<file path="config.mk">
export PLATFORM = sky130hd
export DESIGN_NAME = pwm_sequencer
export DESIGN_NICKNAME = d
export VERILOG_FILES = /design/src/rtl/pwm_sequencer.sv
export SDC_FILE = /design/constraint.sdc
export NUM_CORES = 1
export LEC_CHECK = 0
export ABC_AREA = 1
export CORE_AREA = 2 2 97 99
export DETAILED_ROUTE_END_ITERATION = 8
export DIE_AREA = 0 0 99 101
export PLACE_DENSITY = 0.72
export SETUP_SLACK_MARGIN = 0.3
export SLEW_MARGIN = 20
export SYNTH_ARGS = -nofsm -noshare
export SYNTH_HDL_FRONTEND = slang
export SYNTH_SLANG_ARGS = --single-unit
</file>
<file path="constraint.sdc">
create_clock -name clk -period 2.4 [get_ports clk]
set_input_delay 0.72 -clock clk [delete_from_list [all_inputs] [get_ports clk]]
set_output_delay 0.72 -clock clk [all_outputs]
set_load 0.005 [all_outputs]
</file>
<file path="src/rtl/pwm_sequencer.sv">
// pwm_sequencer
//   Plays one PWM output through a small table of {high_time, repeat_count}
//   steps. The period is fixed at CNT_MAX clocks. Duty changes happen only at
//   period boundaries, so a period is never cut short or changed partway.
//
// Ports
//   clk       system clock
//   rst_n     asynchronous reset, active low
//   cfg_we    table write strobe (accepted in any state, one entry per cycle)
//   cfg_addr  table entry index
//   cfg_hi    high time in clocks; 0 = always low, >= CNT_MAX = always high
//   cfg_reps  periods to play the entry; 0 marks the end of the sequence
//   start     1-cycle pulse, starts at step 0 (accepted only when idle)
//   stop      1-cycle pulse, immediate abort; beats start in the same cycle
//   loop      sampled on an accepted start; 1 = wrap to step 0 at the end
//   busy      high while running
//   done      1-cycle pulse when the sequence ends on its own
//   step_idx  index of the step now playing
//   out       registered PWM output
module pwm_sequencer #(
  parameter int unsigned CLK_MHZ  = 50,
  parameter int unsigned FREQ_KHZ = 400,
  parameter int unsigned STEPS    = 4,
  parameter int unsigned RPT_W    = 8,
  localparam int unsigned CNT_MAX = 1000 * CLK_MHZ / FREQ_KHZ,
  localparam int unsigned CNT_W   = $clog2(CNT_MAX + 1),
  localparam int unsigned AW      = $clog2(STEPS)
) (
  input  logic             clk,
  input  logic             rst_n,
  input  logic             cfg_we,
  input  logic [AW-1:0]    cfg_addr,
  input  logic [CNT_W-1:0] cfg_hi,
  input  logic [RPT_W-1:0] cfg_reps,
  input  logic             start,
  input  logic             stop,
  input  logic             loop,
  output logic             busy,
  output logic             done,
  output logic [AW-1:0]    step_idx,
  output logic             out
);

  localparam logic ST_IDLE = 1'b0;
  localparam logic ST_RUN  = 1'b1;

  localparam logic [CNT_W-1:0] CNT_LAST = CNT_W'(CNT_MAX - 1);
  localparam logic [AW:0]      STEPS_L  = (AW + 1)'(STEPS);

  logic             state_q, state_d;
  logic [CNT_W-1:0] cnt_q, cnt_d;
  logic [CNT_W-1:0] hi_q, hi_d;
  logic [RPT_W-1:0] rep_q, rep_d;
  logic [AW-1:0]    idx_q, idx_d;
  logic             loop_q, loop_d;
  logic             done_q, done_d;
  logic             out_q, out_d;

  logic [CNT_W-1:0] tbl_hi_q   [STEPS];
  logic [RPT_W-1:0] tbl_reps_q [STEPS];

  // One bit wider than the index so that "past the last entry" is visible.
  logic [AW:0] nxt;
  logic        nxt_end;

  assign nxt     = {1'b0, idx_q} + (AW + 1)'(1);
  assign nxt_end = (nxt == STEPS_L) || (tbl_reps_q[nxt[AW-1:0]] == '0);

  always_comb begin
    state_d = state_q;
    cnt_d   = cnt_q;
    hi_d    = hi_q;
    rep_d   = rep_q;
    idx_d   = idx_q;
    loop_d  = loop_q;
    done_d  = 1'b0;

    unique case (state_q)
      ST_IDLE: begin
        cnt_d = '0;
        if (start && !stop) begin
          loop_d = loop;
          if (tbl_reps_q[0] == '0) begin
            done_d = 1'b1;
          end else begin
            state_d = ST_RUN;
            idx_d   = '0;
            rep_d   = tbl_reps_q[0];
            hi_d    = tbl_hi_q[0];
          end
        end
      end
      ST_RUN: begin
        if (stop) begin
          state_d = ST_IDLE;
          cnt_d   = '0;
          idx_d   = '0;
        end else if (cnt_q != CNT_LAST) begin
          cnt_d = cnt_q + CNT_W'(1);
        end else begin
          cnt_d = '0;
          // A zero repeat count can only appear if entry 0 was rewritten to
          // the end marker while looping; it is treated as a single period.
          if (rep_q > RPT_W'(1)) begin
            rep_d = rep_q - RPT_W'(1);
          end else if (!nxt_end) begin
            idx_d = nxt[AW-1:0];
            rep_d = tbl_reps_q[nxt[AW-1:0]];
            hi_d  = tbl_hi_q[nxt[AW-1:0]];
          end else if (loop_q) begin
            idx_d = '0;
            rep_d = tbl_reps_q[0];
            hi_d  = tbl_hi_q[0];
          end else begin
            state_d = ST_IDLE;
            idx_d   = '0;
            done_d  = 1'b1;
          end
        end
      end
      default: state_d = ST_IDLE;
    endcase

    // Output is computed from next-state values so the registered pin lines
    // up with the counter value of the same cycle.
    out_d = (state_d == ST_RUN) && (cnt_d < hi_d);
  end

  always_ff @(posedge clk or negedge rst_n) begin
    if (!rst_n) begin
      state_q    <= ST_IDLE;
      cnt_q      <= '0;
      hi_q       <= '0;
      rep_q      <= '0;
      idx_q      <= '0;
      loop_q     <= 1'b0;
      done_q     <= 1'b0;
      out_q      <= 1'b0;
      tbl_hi_q   <= '{default: '0};
      tbl_reps_q <= '{default: '0};
    end else begin
      state_q <= state_d;
      cnt_q   <= cnt_d;
      hi_q    <= hi_d;
      rep_q   <= rep_d;
      idx_q   <= idx_d;
      loop_q  <= loop_d;
      done_q  <= done_d;
      out_q   <= out_d;
      if (cfg_we) begin
        tbl_hi_q[cfg_addr]   <= cfg_hi;
        tbl_reps_q[cfg_addr] <= cfg_reps;
      end
    end
  end

  assign busy     = (state_q == ST_RUN);
  assign done     = done_q;
  assign step_idx = idx_q;
  assign out      = out_q;

endmodule

</file>
==> run_results.csv <==
group,metric,value,unit
outcome,violations,"setup timing",
timing,worst_slack,-0.1701,ns
place,dp.final_hpwl,7675,um
power_and_ir_drop,p_comb_frac,0.321,
timing,worst_slew_pin_slew,0.4851,ns
flow_run,cap_violations,0,
logic_synthesis,syn-num-nets,639,
power_and_ir_drop,ir_worst_vdd,452.2,uV
timing,clock.fmax,0.3891,GHz
logic_synthesis,yosys-top-cells-area,"dfrtp_1, nand2_1, o21ai_0, inv_1, a21oi_1",
place,dp_cells,763,
global_routing,grt_pass1_wl,19420,um
critical_path,reg2reg_depth,17,
logic_synthesis,yosys_warnings,0,
place,place_congestion,0.9431,
critical_path,crit_type,"reg2reg",
drt,detail-route-antenna-nets,0,
die,core,8977,um^2
outcome,status,"finished, violations left",
min_path,holdCritPathClass,"in2async",
critical_path,timing.critical_path.mode_cell,"nand2_1",
die,pin_count,28,
power_and_ir_drop,sw_frac_of_total,0.3547,
drt,drc,0,
power_and_ir_drop,netSwitchingPower,1.562,mW
logic_synthesis,ys_seq_area_frac,0.4713,
clocking,h-tree-depth,3,
logic_synthesis,post_synth.cell_area_avg,7.722,um^2
critical_path,critPathMaxStageDelay,0.44,ns
global_routing,track_usage,0.2426,
clocking,cts_tree,"yes",
drt,drt_iter0_markers,318,
drt,vias,4323,
timing,setup_viol,9,
cells_and_area,stdcell_count,799,
timing,whs,0.3056,ns
critical_path,crit_arrival,2.83,ns
global_routing,grt_max_degree,38,
cells_and_area,syn2layout_area_growth,27.10,%
die,die_h,101,um
die,start_util,0.5204,
cells_and_area,drive_gt1_frac,0.2108,
critical_path,worstSetupEndpointType,"flop",
timing,period_needed,2.570,ns
timing,clock_skew,0.01508,ns
die,rows,35,
timing,setup-tns-final,-0.7199,ns
global_routing,antenna_found_initial,0,
cells_and_area,antenna_cells,0,
cells_and_area,fin_nets,717,
drt,detail_route.first_pass.iterations,5,
clocking,clkLatencyLatePin,0.37,ns
clocking,cts-root-buf,"clkbuf_8",
logic_synthesis,synth_top_area_share,0.4713,
critical_path,path_cells,"ha_4 > buf_12 > nand3_2 > nand2_2 > nand2_1 > nor2_2 > nand2_2 > nand2_4 > o211ai_1 > a21oi_1 > inv_1 > ha_4 > nand2_1 > inv_1 > nand2_1 > nand2_1 > a21oi_2",
critical_path,cp_max_fo,7,
power_and_ir_drop,p_seq_frac,0.453,
clocking,cts_buffers,9,
power_and_ir_drop,p_int,2.842,mW
logic_synthesis,netlist.top_cell.by_area,"dfrtp_1",
timing,drv_slew,0,
drt,via_per_inst,5.411,
die,dieArea,9999,um^2
drt,wire_per_inst,14.56,um
critical_path,start_kind,"flop",
timing,rsz0062_at_grt,"true",
global_routing,grt_remaining_overflow,0,
drt,wl,11640,um
power_and_ir_drop,p_leak,2.830,nW
clocking,clk_pin_slew,0.10,ns
logic_synthesis,synthDistinctLibCells,32,
die,die_x,99,um
logic_synthesis,netlist_area,4672,um^2
critical_path,cp_slowest_cell,"dfrtp_1",
place,port_buffers,27,
clocking,clock-sinks,88,
power_and_ir_drop,clkPwrFrac,0.225,
logic_synthesis,synth-seq-cells,88,
logic_synthesis,netlist_instances,605,
timing,hold_viol_final,0,
global_routing,grt_pass1_vias,4099,
critical_path,crit_required,2.66,ns
timing,max-slew-margin-rel,0.6766,
timing,fin_crit_sh,1.071,
clocking,cts.path.max_buffers,2,
power_and_ir_drop,powerDensity,741.6,nW/um^2
## cells in the mapped netlist (all sizes together)
library cell	n
nand4	2
clkbuf	18
nor2	50
o21ai	100
inv	60
xnor2	1
nor3	2
ha	11
nand2	155
a22oi	5
nand3	35
a21oi	41
buf	11
a21boi	1
a31oi	2
o22ai	8
xor2	4
clkinv	1
or2	1
dfrtp	88
o211ai	8
o31ai	1
## logic make-up (layout without fill, tap and decap cells)
group,Yosys count,in the layout,synth area share
xor gates and xnor gates,5,5,0.009373
buffers and inverters,90,172,0.08302
and+or+nand+nor,245,246,0.2148
AOI/OAI and AO/OA,166,166,0.1920
adders and majority gates,11,11,0.02946
DFF,88,88,0.4713
## per-stage QoR
stage / setup slack (ns) / power [mW] / cell area (um^2) / util
global placement: -0.2679 / 3.193 / 5315 / 0.5921
floorplan: -0.1577 / 2.760 / 4693 / -
CTS: -0.09678 / 4.288 / 5704 / 0.6354
global route: -0.3331 / 4.709 / 5938 / 0.6615
detailed placement: -0.3544 / 3.239 / 5315 / 0.5921
finish: -0.1701 / 4.404 / 5938 / 0.6615
## flip-flops by register name, summed over array words and instances, names as in the netlist
signal and flops:
busy 1, rep_q 8, out 1, done 1, cnt_q 7, tbl_hi_q 28
hi_q 7, loop_q 1, step_idx 2, tbl_reps_q 32
## worst max-delay path, delay by kind of cell (launching register included)
kind	cells	cell delay (ns)
compound gates	3	0.34
fa+ha+maj	2	0.63
buf+inv	3	0.29
flops	1	0.44
simple gates	9	0.76
## what timing repair did
item / CTS / global route
endpoints found under the setup margin: 16 / 17
pin swaps: 12 / 25
resized for setup: 32 / 46
hold buffers: 0 / 0
gates cloned: 1 / 1
setup buffers: 12 / 6
## layout make-up
class	count	area, um^2
clock buffer	10	137.6
clock inverter	6	50.05
fill	710	3039
inverter	61	246.5
multi-input combinational	428	2296
sequential	88	2202
tap	111	138.9
timing repair buffer	95	867.1
## power by group through the flow
stage	clock [mW]	combinational, mW	sequential [mW]
after floorplan	0	0.809	1.95
after global placement	0	1.19	2.01
after detailed placement	0	1.23	2.01
after CTS	1.01	1.29	1.99
after global routing	1.07	1.60	2.03
final	0.993	1.41	2.00
## cell usage in the layout, fill, tap and decap left out, types with 14 or more instances in the layout
cell type,count
nand2_1,140
dfrtp_1,88
o21ai_0,86
buf_4,59
inv_1,52
nor2_1,45
a21oi_1,36
clkdlybuf4s50_1,24
nand3_2,18
nand3_1,15
o21ai_1,14
## layer usage
| metal | track usage | wire length, um | share of wire |
|---|---|---|---|
| met1 | 0.3460 | 5459 | 0.47 |
| met2 | 0.3810 | 5486 | 0.47 |
| met3 | 0.03606 | 503 | 0.043 |
| met4 | 0.08430 | 187 | 0.016 |
| met5 | 0 | 0 | 0 |
## worst paths after layout
kind	slack, ns	end	from
min reg2reg	0.49	tbl_hi_q[6]	tbl_hi_q[6]
min	0.31	tbl_reps_q[9]	rst_n
max in group asynchronous	1.48	tbl_hi_q[12]	rst_n
max reg2reg	-0.17	out	step_idx[0]
max	-0.17	out	step_idx[0]
min in group clk	0.49	tbl_hi_q[6]	tbl_hi_q[6]
No activity file was read; power rests on OpenSTA's default activity.
